$ cat src/rtl/imm_decode_stage.sv
// Purpose: registered immediate decode for RV32/RV64 instruction words, with PC-relative target and illegal flag.
// Latency: 1 cycle from the capture edge to out_valid; 1 instruction per cycle when out_ready stays high.
// Backpressure: in_ready = !rst && (!out_valid || out_ready); the held entry is frozen while out_ready is low.
module imm_decode_stage #(
    parameter int XLEN  = 32,
    parameter int CNT_W = 16
) (
    input  logic             clk,
    input  logic             rst,
    input  logic             flush,
    input  logic             in_valid,
    output logic             in_ready,
    input  logic [31:0]      in_instr,
    input  logic [XLEN-1:0]  in_pc,
    output logic             out_valid,
    input  logic             out_ready,
    output logic [XLEN-1:0]  out_imm,
    output logic [2:0]       out_fmt,
    output logic [XLEN-1:0]  out_target,
    output logic [XLEN-1:0]  out_pc,
    output logic             out_illegal,
    output logic [CNT_W-1:0] cnt_accepted,
    output logic [CNT_W-1:0] cnt_illegal
);

    // Only RV32 and RV64 datapaths are meaningful for this decoder.
    if (XLEN != 32 && XLEN != 64) begin : g_bad_xlen
        $error("imm_decode_stage: XLEN must be 32 or 64");
    end

    typedef enum logic [2:0] {
        FMT_NONE = 3'd0,
        FMT_I    = 3'd1,
        FMT_S    = 3'd2,
        FMT_B    = 3'd3,
        FMT_U    = 3'd4,
        FMT_J    = 3'd5,
        FMT_Z    = 3'd6
    } fmt_e;

    localparam logic [CNT_W-1:0] CNT_MAX = {CNT_W{1'b1}};

    logic [6:0]      opcode;
    logic [2:0]      funct3;
    fmt_e            fmt;
    logic            illegal;
    logic [31:0]     imm32;
    logic [XLEN-1:0] imm;
    logic [XLEN-1:0] target;
    logic            capture;

    assign opcode = in_instr[6:0];
    assign funct3 = in_instr[14:12];

    // Pick the immediate format from the opcode; anything unrecognised
    // (including words whose low two bits are not 11) is flagged illegal.
    always_comb begin
        fmt     = FMT_NONE;
        illegal = 1'b0;
        case (opcode)
            7'b0000011, 7'b0010011, 7'b1100111, 7'b0001111: fmt = FMT_I;
            7'b0100011: fmt = FMT_S;
            7'b1100011: fmt = FMT_B;
            7'b0110111, 7'b0010111: fmt = FMT_U;
            7'b1101111: fmt = FMT_J;
            7'b0110011: fmt = FMT_NONE;
            7'b1110011: begin
                if (funct3 == 3'b000) begin
                    fmt = FMT_NONE;
                end else if (funct3[2]) begin
                    fmt = FMT_Z;
                end else begin
                    fmt = FMT_I;
                end
            end
            7'b0011011: begin
                // OP-IMM-32 only exists on a 64-bit datapath.
                if (XLEN == 64) begin
                    fmt = FMT_I;
                end else begin
                    illegal = 1'b1;
                end
            end
            default: illegal = 1'b1;
        endcase
    end

    // Assemble a 32-bit sign-correct immediate; Z is zero-extended because its bit 31 is 0.
    always_comb begin
        imm32 = 32'd0;
        case (fmt)
            FMT_I: imm32 = {{20{in_instr[31]}}, in_instr[31:20]};
            FMT_S: imm32 = {{20{in_instr[31]}}, in_instr[31:25], in_instr[11:7]};
            FMT_B: imm32 = {{19{in_instr[31]}}, in_instr[31], in_instr[7],
                            in_instr[30:25], in_instr[11:8], 1'b0};
            FMT_U: imm32 = {in_instr[31:12], 12'd0};
            FMT_J: imm32 = {{11{in_instr[31]}}, in_instr[31], in_instr[19:12],
                            in_instr[20], in_instr[30:21], 1'b0};
            FMT_Z: imm32 = {27'd0, in_instr[19:15]};
            default: imm32 = 32'd0;
        endcase
    end

    // Widen to XLEN by replicating bit 31, then form the wrapping PC-relative target.
    assign imm    = XLEN'($signed(imm32));
    assign target = in_pc + imm;

    assign in_ready = !rst && (!out_valid || out_ready);
    assign capture  = in_valid && in_ready && !flush;

    // Output register: reset clears, flush drops the entry, capture loads all fields together.
    always_ff @(posedge clk) begin
        if (rst) begin
            out_valid   <= 1'b0;
            out_imm     <= '0;
            out_fmt     <= 3'd0;
            out_target  <= '0;
            out_pc      <= '0;
            out_illegal <= 1'b0;
        end else if (flush) begin
            out_valid <= 1'b0;
        end else if (capture) begin
            out_valid   <= 1'b1;
            out_imm     <= imm;
            out_fmt     <= fmt;
            out_target  <= target;
            out_pc      <= in_pc;
            out_illegal <= illegal;
        end else if (out_ready) begin
            out_valid <= 1'b0;
        end
    end

    // Saturating statistics; flush suppresses capture so it never counts.
    always_ff @(posedge clk) begin
        if (rst) begin
            cnt_accepted <= '0;
            cnt_illegal  <= '0;
        end else if (capture) begin
            if (cnt_accepted != CNT_MAX) begin
                cnt_accepted <= cnt_accepted + 1'b1;
            end
            if (illegal && cnt_illegal != CNT_MAX) begin
                cnt_illegal <= cnt_illegal + 1'b1;
            end
        end
    end

endmodule

$ cat config.mk
export PLATFORM = sky130hd
export DESIGN_NAME = imm_decode_stage
export DESIGN_NICKNAME = d
export VERILOG_FILES = /design/src/rtl/imm_decode_stage.sv
export SDC_FILE = /design/constraint.sdc
export NUM_CORES = 1
export LEC_CHECK = 0
export BUFFER_PORTS_ARGS = -buffer_cell sky130_fd_sc_hd__buf_2
export CORE_MARGIN = 2
export CORE_UTILIZATION = 29
export CTS_CLUSTER_SIZE = 10
export DETAILED_ROUTE_END_ITERATION = 8
export GPL_ROUTABILITY_DRIVEN = 0
export SYNTH_ARGS = -nofsm -noshare
export SYNTH_HDL_FRONTEND = slang
export SYNTH_SLANG_ARGS = --single-unit
export TNS_END_PERCENT = 5
$ cat constraint.sdc
create_clock -name clk -period 6.1 [get_ports clk]
set_clock_uncertainty 0.05 [all_clocks]
set_input_delay 0.305 -clock clk [delete_from_list [all_inputs] [get_ports clk]]
set_output_delay 0.305 -clock clk [all_outputs]
set_load 0.01 [all_outputs]
==> results of run 1 <==
cells in the mapped netlist (all sizes together) (3+ instances only):
cell / instances / area share, %
nor3b: 3 / 0.38
nor3: 32 / 2.2
xor2: 17 / 2.0
o31ai: 7 / 0.98
or3: 6 / 0.51
a31oi: 4 / 0.43
clkbuf: 41 / 2.1
ha: 33 / 5.6
a211oi: 15 / 1.8
buf: 13 / 1.2
nand3: 35 / 2.6
a311oi: 13 / 1.8
o211ai: 4 / 0.48
a22o: 3 / 0.36
o21ai: 29 / 2.0
nand2b: 8 / 0.68
o21bai: 6 / 0.62
nor2b: 7 / 0.60
o211a: 3 / 0.51
nand2: 169 / 8.7
dfxtp: 133 / 36
nor4: 11 / 1.1
a21oi: 92 / 6.4
mux2i: 3 / 0.41
o21a: 8 / 0.82
or2: 3 / 0.29
a21o: 12 / 1.2
inv: 16 / 0.82
and3: 10 / 0.86
xnor2: 31 / 3.7
a21boi: 3 / 0.31
nand4: 8 / 0.68
nor2: 107 / 5.5
nand3b: 6 / 0.62
and2: 8 / 0.72
logic make-up after synthesis:
| family | share of synthesized area [%] |
|---|---|
| DFF | 36.4 |
| xor gates and xnor gates | 5.75 |
| AOI/OAI and AO/OA | 20.7 |
| and+or+nand+nor | 26.5 |
| adders and majority gates | 5.92 |
| muxes | 0.564 |
| buffers and inverters | 4.09 |
metal layers:
layer,wire length [µm],vias up
met5,0,-
met4,333,0
met3,2140,26
met2,10600,245
met1,11500,3364
li1,-,3610
critical path, cell delays in order:
cell and delay, ns:
buf_2 0.19, or3b_1 0.40, a21oi_2 0.45, a21oi_1 0.18
a21oi_1 0.61, o21ai_0 0.27, ha_1 0.43, a21oi_2 0.16
o21bai_1 0.11, a211oi_1 0.33, o21ai_1 0.18, a311oi_4 0.37
o211ai_2 0.15, a2111oi_0 0.40, nor4_1 0.10
flip-flops by register name (all words and copies together), names as in the netlist:
register      count
cnt_accepted     16
cnt_illegal      16
out_fmt           3
out_illegal       1
out_imm          32
out_pc           32
out_target       32
out_valid         1
report_power, final:
group          internal, mW  total (mW)  leakage [nW]  switching [mW]
Combinational         0.106       0.286          2.61           0.180
Clock                 0.624        1.06         0.287           0.439
Sequential            0.897       0.911          1.08          0.0141
stage by stage:
step,total power [mW],setup slack [ns],hold slack (ns)
final,2.26,1.71,0.0866
after global routing,2.36,1.46,0.0868
after CTS,2.29,1.85,0.0752
after detailed placement,1.22,1.40,0.393
after floorplan,1.11,2.10,0.379
after global placement,1.21,1.59,0.388
path summary, 6_finish.rpt:
kind | endpoint | slack [ns] | from
worst max-delay path | out_target[31] | 1.71 | in_instr[4]
worst min-delay path | out_pc[27] | 0.09 | in_pc[27]
worst min register to register | out_pc[15] | 0.40 | out_pc[15]
worst max register to register | out_target[30] | 3.74 | out_valid
final cells by class:
| type | count | area (µm²) |
|---|---|---|
| inverters | 16 | 60.1 |
| flip-flops and latches | 133 | 2660 |
| well taps | 330 | 413 |
| clock buffers | 18 | 439 |
| multi-input cells | 725 | 4370 |
| repair buffers | 205 | 1040 |
| fillers | 2701 | 15800 |
| diodes | 7 | 17.5 |
| clock inverters | 14 | 164 |
==> qor.log, run 1 <==
[setup_path] Crit path arrival time 4.64 ns
[clock_network] maximum count of clock buffers along a single path 2
[synth] count of cell types in the netlist 82
[sta] fmax 228 MHz
[global_routing] met3 capacity usage during global routing 6.11%
[floorplan] Chip Height 163 µm
[clock_network] CTS Hold Buffers Added 0
[clock_network] CTS clk-pin slew, worst paths 0.06 ns
[worst_hold_path] instance count along the most critical hold path 3
[global_routing] GR met2 Demand/Resource 27.7%
[route] post-detailed-route DRC marker count 0
[clock_network] number of sinks on the clock net 133
[sta] final critical path time including I/O delays and setup 4.39 ns
[setup_path] worst setup path category in2reg
[floorplan] Ports 203
[layout] most common cell after layout, fill and taps aside buf_2
[place] number of placed cells counting well taps 1409
[layout] count of non-filler cells in the finished layout 1448
[setup_path] type of element launching the critical path input pin
[route] Antenna Nets Post-Route 0
[route] drt via density 5.00
[sta] Final setup viols 0
[clock_network] post-CTS resize count 0
[synth] asr flop ratio synth 0%
[global_routing] maximum number of pins on one net before global-route repair 107
[floorplan] starting density of the core 29.3%
[synth] Syn Std Cell Area 7310 µm²
[place] placed wire-length estimate after detailed placement 18.5 mm
[sta] worst-case headroom to the max-slew limit 24.8%
[synth] sequential area share after synthesis 36.4%
[floorplan] total core area 25000 µm²
[global_routing] first-pass GRT wire length 37.8 mm
[clock_network] root buffer cell clkbuf_16
[synth] Mapped Nets 1031
[clock_network] number of levels in the clock H-tree 4
[route] count of routing violations after the opening detailed-route iteration 653
[synth] count of synthesis-stage warnings from yosys 0
[layout] # nets final 1201
[sta] Slew Limit Fails 0
[sta] setup_tns 0 ns
[setup_path] Critical Path RT 6.35 ns
[synth] average cell area after synthesis 7.88 µm²
[sta] final period utilization 72.0%
[route] final routed wirelength across all metal layers 24.6 mm
[layout] area overhead of the layout relative to synthesis 25.3%
[synth] register bit total from synthesis 133
[place] cell area after placement 8540 µm²
[layout] share of layout cells above drive strength 1 24.8%
[floorplan] Die Width 163 µm
[global_routing] global routing usage on met1 25.3%
[global_routing] antenna violations before repair 6
[global_routing] global routing usage summed across all routing layers 18.4%
[clock_network] number of buffers created by CTS 17
[floorplan] standard-cell rows 58
[route] number of optimization iterations in the first detailed-route pass 5
[clock_network] count of buffers added by post-CTS timing repair for setup 0
[route] via count 7245
[outcome] outcome finished, final reports clean
[layout] final design utilization 36.7%
[layout] area of all placed cells without fillers 9160 µm²
[setup_path] worst reg-to-reg path cell count 7
[clock_network] CTS tree done
[clock_network] Worst-Skew Late Latency 0.43 ns
[setup_path] Worst setup EP type flop
[layout] commonest cells after routing, fill and taps aside 201 x buf_2, 168 x nand2_1, 133 x dfxtp_1
[place] number of I/O port buffers 202
[floorplan] die footprint 26500 µm²
[setup_path] largest fanout on the critical path 12
[global_routing] vias in the first global route 6693
[run] max capacitance violation total 0
[sta] transition time at the pin with the least slew margin 1.13 ns
[sta] final count of hold timing violations 0
[worst_hold_path] type of the tightest min-delay check in2reg
[synth] most common flop cell mapped by yosys dfxtp_1
[pwr] power per cell area 247 nW/µm²
[global_routing] gr ovfl total 0
[route] average wire per cell in the routed design 17.0 µm
[pwr] IR Drop Worst-Case VDD 0.137 mV
[global_routing] busiest grt layer met2
[synth] number of standard cells after synthesis 928
[synth] number of enable-type register cells in the synthesized netlist 0
[sta] RSZ-0062 raised after global routing no
[pwr] leak pwr 3.98 nW
(Power assumes the default switching activity.)
==> run 2, diff against run 1 <==
- ABC_AREA: unset -> 1
- clock period: 6.1 -> 3.75 ns (I/O delays scaled with it)
==> run 2 against run 1 <==
Against the previous run: combinational power grew 85%; die area grew 4.6%; via count grew 11%; cell count grew 15%; critical path depth grew 6; first-iteration DRC count shrank 19%.
==> qor.log, run 2 <==
[floorplan] Chip Height 167 µm
[setup_path] start point of the critical path in_instr[2]
[sta] final period utilization 89.2%
[floorplan] standard-cell rows 59
[setup_path] worst setup path category in2reg
[sta] Final setup viols 0
[outcome] outcome finished, final reports clean
[synth] Mapped Nets 1203
[global_routing] maximum number of pins on one net before global-route repair 120
[sta] final critical path time including I/O delays and setup 3.35 ns
[pwr] IR Drop Worst-Case VDD 0.186 mV
[floorplan] total core area 26000 µm²
[setup_path] launching point of the worst reg2reg path out_valid
[route] Antenna Nets Post-Route 0
[clock_network] root buffer cell clkbuf_16
[clock_network] CTS clk-pin slew, worst paths 0.06 ns
[clock_network] maximum count of clock buffers along a single path 2
[synth] asr flop ratio synth 0%
[route] final routed wirelength across all metal layers 27.0 mm
[synth] most common flop cell mapped by yosys dfxtp_1
[sta] transition time at the pin with the least slew margin 0.641 ns
[synth] count of synthesis-stage warnings from yosys 0
[setup_path] critical-path cell with the highest stage delay nor4_1
[setup_path] Worst setup EP type flop
[layout] share of layout cells above drive strength 1 22.4%
[run] max capacitance violation total 0
[setup_path] largest fanout on the critical path 7
[setup_path] Buf/Inv on CP 4
[sta] Slew Limit Fails 0
[floorplan] die footprint 27700 µm²
[setup_path] crit-path most repeated cell nand2_1
[layout] area overhead of the layout relative to synthesis 30.0%
[clock_network] post-CTS resize count 0
[layout] final-layout fill cell count 2808
[worst_hold_path] Worst Hold Launch in_pc[15]
[sta] final count of hold timing violations 0
[setup_path] kind of cell adding the most delay to the critical path simple AND/OR/NAND/NOR gates
[route] post-detailed-route DRC marker count 0
[place] cell area after placement 9010 µm²
[synth] count of cell types in the netlist 49
[layout] most common cell after layout, fill and taps aside buf_2
[clock_network] number of sinks on the clock net 133
[pwr] power per cell area 385 nW/µm²
[synth] top-area cell type share of the netlist area 34.8%
[synth] average cell area after synthesis 6.96 µm²
[global_routing] antenna violations before repair 0
[setup_path] Critical Path RT 4.03 ns
[layout] Largest regs out_imm x32, out_pc x32, out_target x32
[sta] worst-case headroom to the max-slew limit 57.2%
[place] number of I/O port buffers 202
[synth] register bit total from synthesis 133
[setup_path] type of element launching the critical path input pin
[sta] setup_tns 0 ns
[layout] commonest cells after routing, fill and taps aside 202 x buf_2, 198 x nand2_1, 168 x inv_1
[global_routing] vias in the first global route 7612
[sta] fmax 299 MHz
[setup_path] Crit path arrival time 3.62 ns
[synth] cell taking the most area after synthesis dfxtp_1
[floorplan] Ports 203
[global_routing] first-pass GRT wire length 41.6 mm
[place] placed wire-length estimate after detailed placement 20.6 mm
[synth] commonest cells in the synthesized netlist 198 x nand2_1, 169 x inv_1, 133 x dfxtp_1
[synth] ranking of synthesized cells by area dfxtp_1 35%, nand2_1 9.7%, inv_1 8.3%
[route] count of routing violations after the opening detailed-route iteration 528
[route] via count 8015
[route] number of optimization iterations in the first detailed-route pass 7
[global_routing] global routing usage summed across all routing layers 19.1%
[synth] number of standard cells after synthesis 1100
[setup_path] ordered cell list for the critical path buf_2 -> nor2_2 -> nand2_2 -> inv_2 -> nand2_1 -> nand2_2 -> inv_2 -> nand4_4 -> nand2_4 -> nor2_2 -> o21ai_2 -> ha_1 -> nand2_1 -> nor4_1 -> nand4_1 -> nand3_1 -> nand2_1 -> nand3_1 -> nand3_1 -> nand2_1 -> inv_1
[setup_path] max incr delay on CP 0.55 ns
[pwr] leak pwr 4.93 nW
[route] average wire per cell in the routed design 16.2 µm
[layout] # nets final 1425
[floorplan] starting density of the core 29.5%
[clock_network] number of levels in the clock H-tree 4
[route] drt via density 4.80
[synth] sequential area share after synthesis 34.8%
[global_routing] gr ovfl total 0
[synth] Syn Std Cell Area 7660 µm²
[worst_hold_path] type of the tightest min-delay check in2reg
[clock_network] number of buffers created by CTS 17
[clock_network] Worst-Skew Late Latency 0.42 ns
[layout] area of all placed cells without fillers 9960 µm²
[clock_network] CTS tree done
[sta] RSZ-0062 raised after global routing no
[floorplan] Die Width 167 µm
[synth] most frequent cell after synthesis nand2_1
[pwr] Total Power Consumption 3.83 mW
[synth] number of enable-type register cells in the synthesized netlist 0
run 2: tightest hold or removal path, delay by kind of cell:
kind,cells,cell delay (ns)
compound gates,1,0.06
buf+inv,1,0.13
simple gates,1,0.08
run 2: metal layers:
layer  vias to the layer above  part of all wire, %  global-route usage (%)
met2                       208                   49                    33.6
met1                      3702                   44                    23.1
li1                       4072                    -                       -
met5                         -                    0                       0
met3                        33                  4.7                    3.99
met4                         0                  2.6                    6.33
run 2: repair_timing:
| action | CTS | global route |
|---|---|---|
| hold endpoints to repair | 30 | 0 |
| buffers inserted | 0 | 0 |
| hold buffers | 31 | 0 |
run 2: layout make-up:
class / instances / area, µm² / area share [%]
multi-input cells: 753 / 4190 / 42.1
diodes: 1 / 2.50 / 0.0251
well taps: 335 / 419 / 4.21
repair buffers: 240 / 1390 / 13.9
clock inverters: 15 / 205 / 2.06
clock buffers: 17 / 425 / 4.27
inverters: 177 / 666 / 6.69
flip-flops and latches: 133 / 2660 / 26.7
run 2: path summary, 6_finish.rpt:
| path | cells past startpoint | slack [ns] | to |
|---|---|---|---|
| max | 21 | 0.40 | out_target[26] |
| min | 3 | 0.03 | out_pc[15] |
| max reg2reg | 10 | 1.38 | cnt_illegal[9] |
| min reg2reg | 2 | 0.41 | out_target[0] |
run 2: logic make-up (layout without fill, tap and decap cells):
group,count (synthesis),count (layout),synth area share (%)
AOI/OAI and AO/OA,301,301,23.3
buffers and inverters,214,449,10.6
DFF,133,133,34.8
other,0,1,0
xor gates and xnor gates,18,18,2.06
and+or+nand+nor,400,400,23.6
adders and majority gates,34,34,5.65
run 2: power by group:
part | leakage, nW | internal [mW] | switching, mW
Clock | 0.300 | 1.12 | 0.696
Combinational | 3.55 | 0.196 | 0.334
Sequential | 1.08 | 1.46 | 0.0248
Total | 4.93 | 2.78 | 1.06
run 2: stage by stage:
| stage | std cells | setup WS, ns | hold WS, ns | utilization, % |
|---|---|---|---|---|
| 6_report | 1671 | 0.405 | 0.0330 | 38.3 |
| 5_1_grt | 1670 | 0.204 | 0.0274 | 38.3 |
| 4_1_cts | 1670 | 0.455 | 0.00738 | 38.3 |
| 3_5_place_dp | 1607 | 0.0252 | 0.405 | 34.7 |
| 3_3_place_gp | 1607 | 0.0237 | 0.399 | 34.7 |
| 2_1_floorplan | 1100 | 0.962 | 0.262 | - |
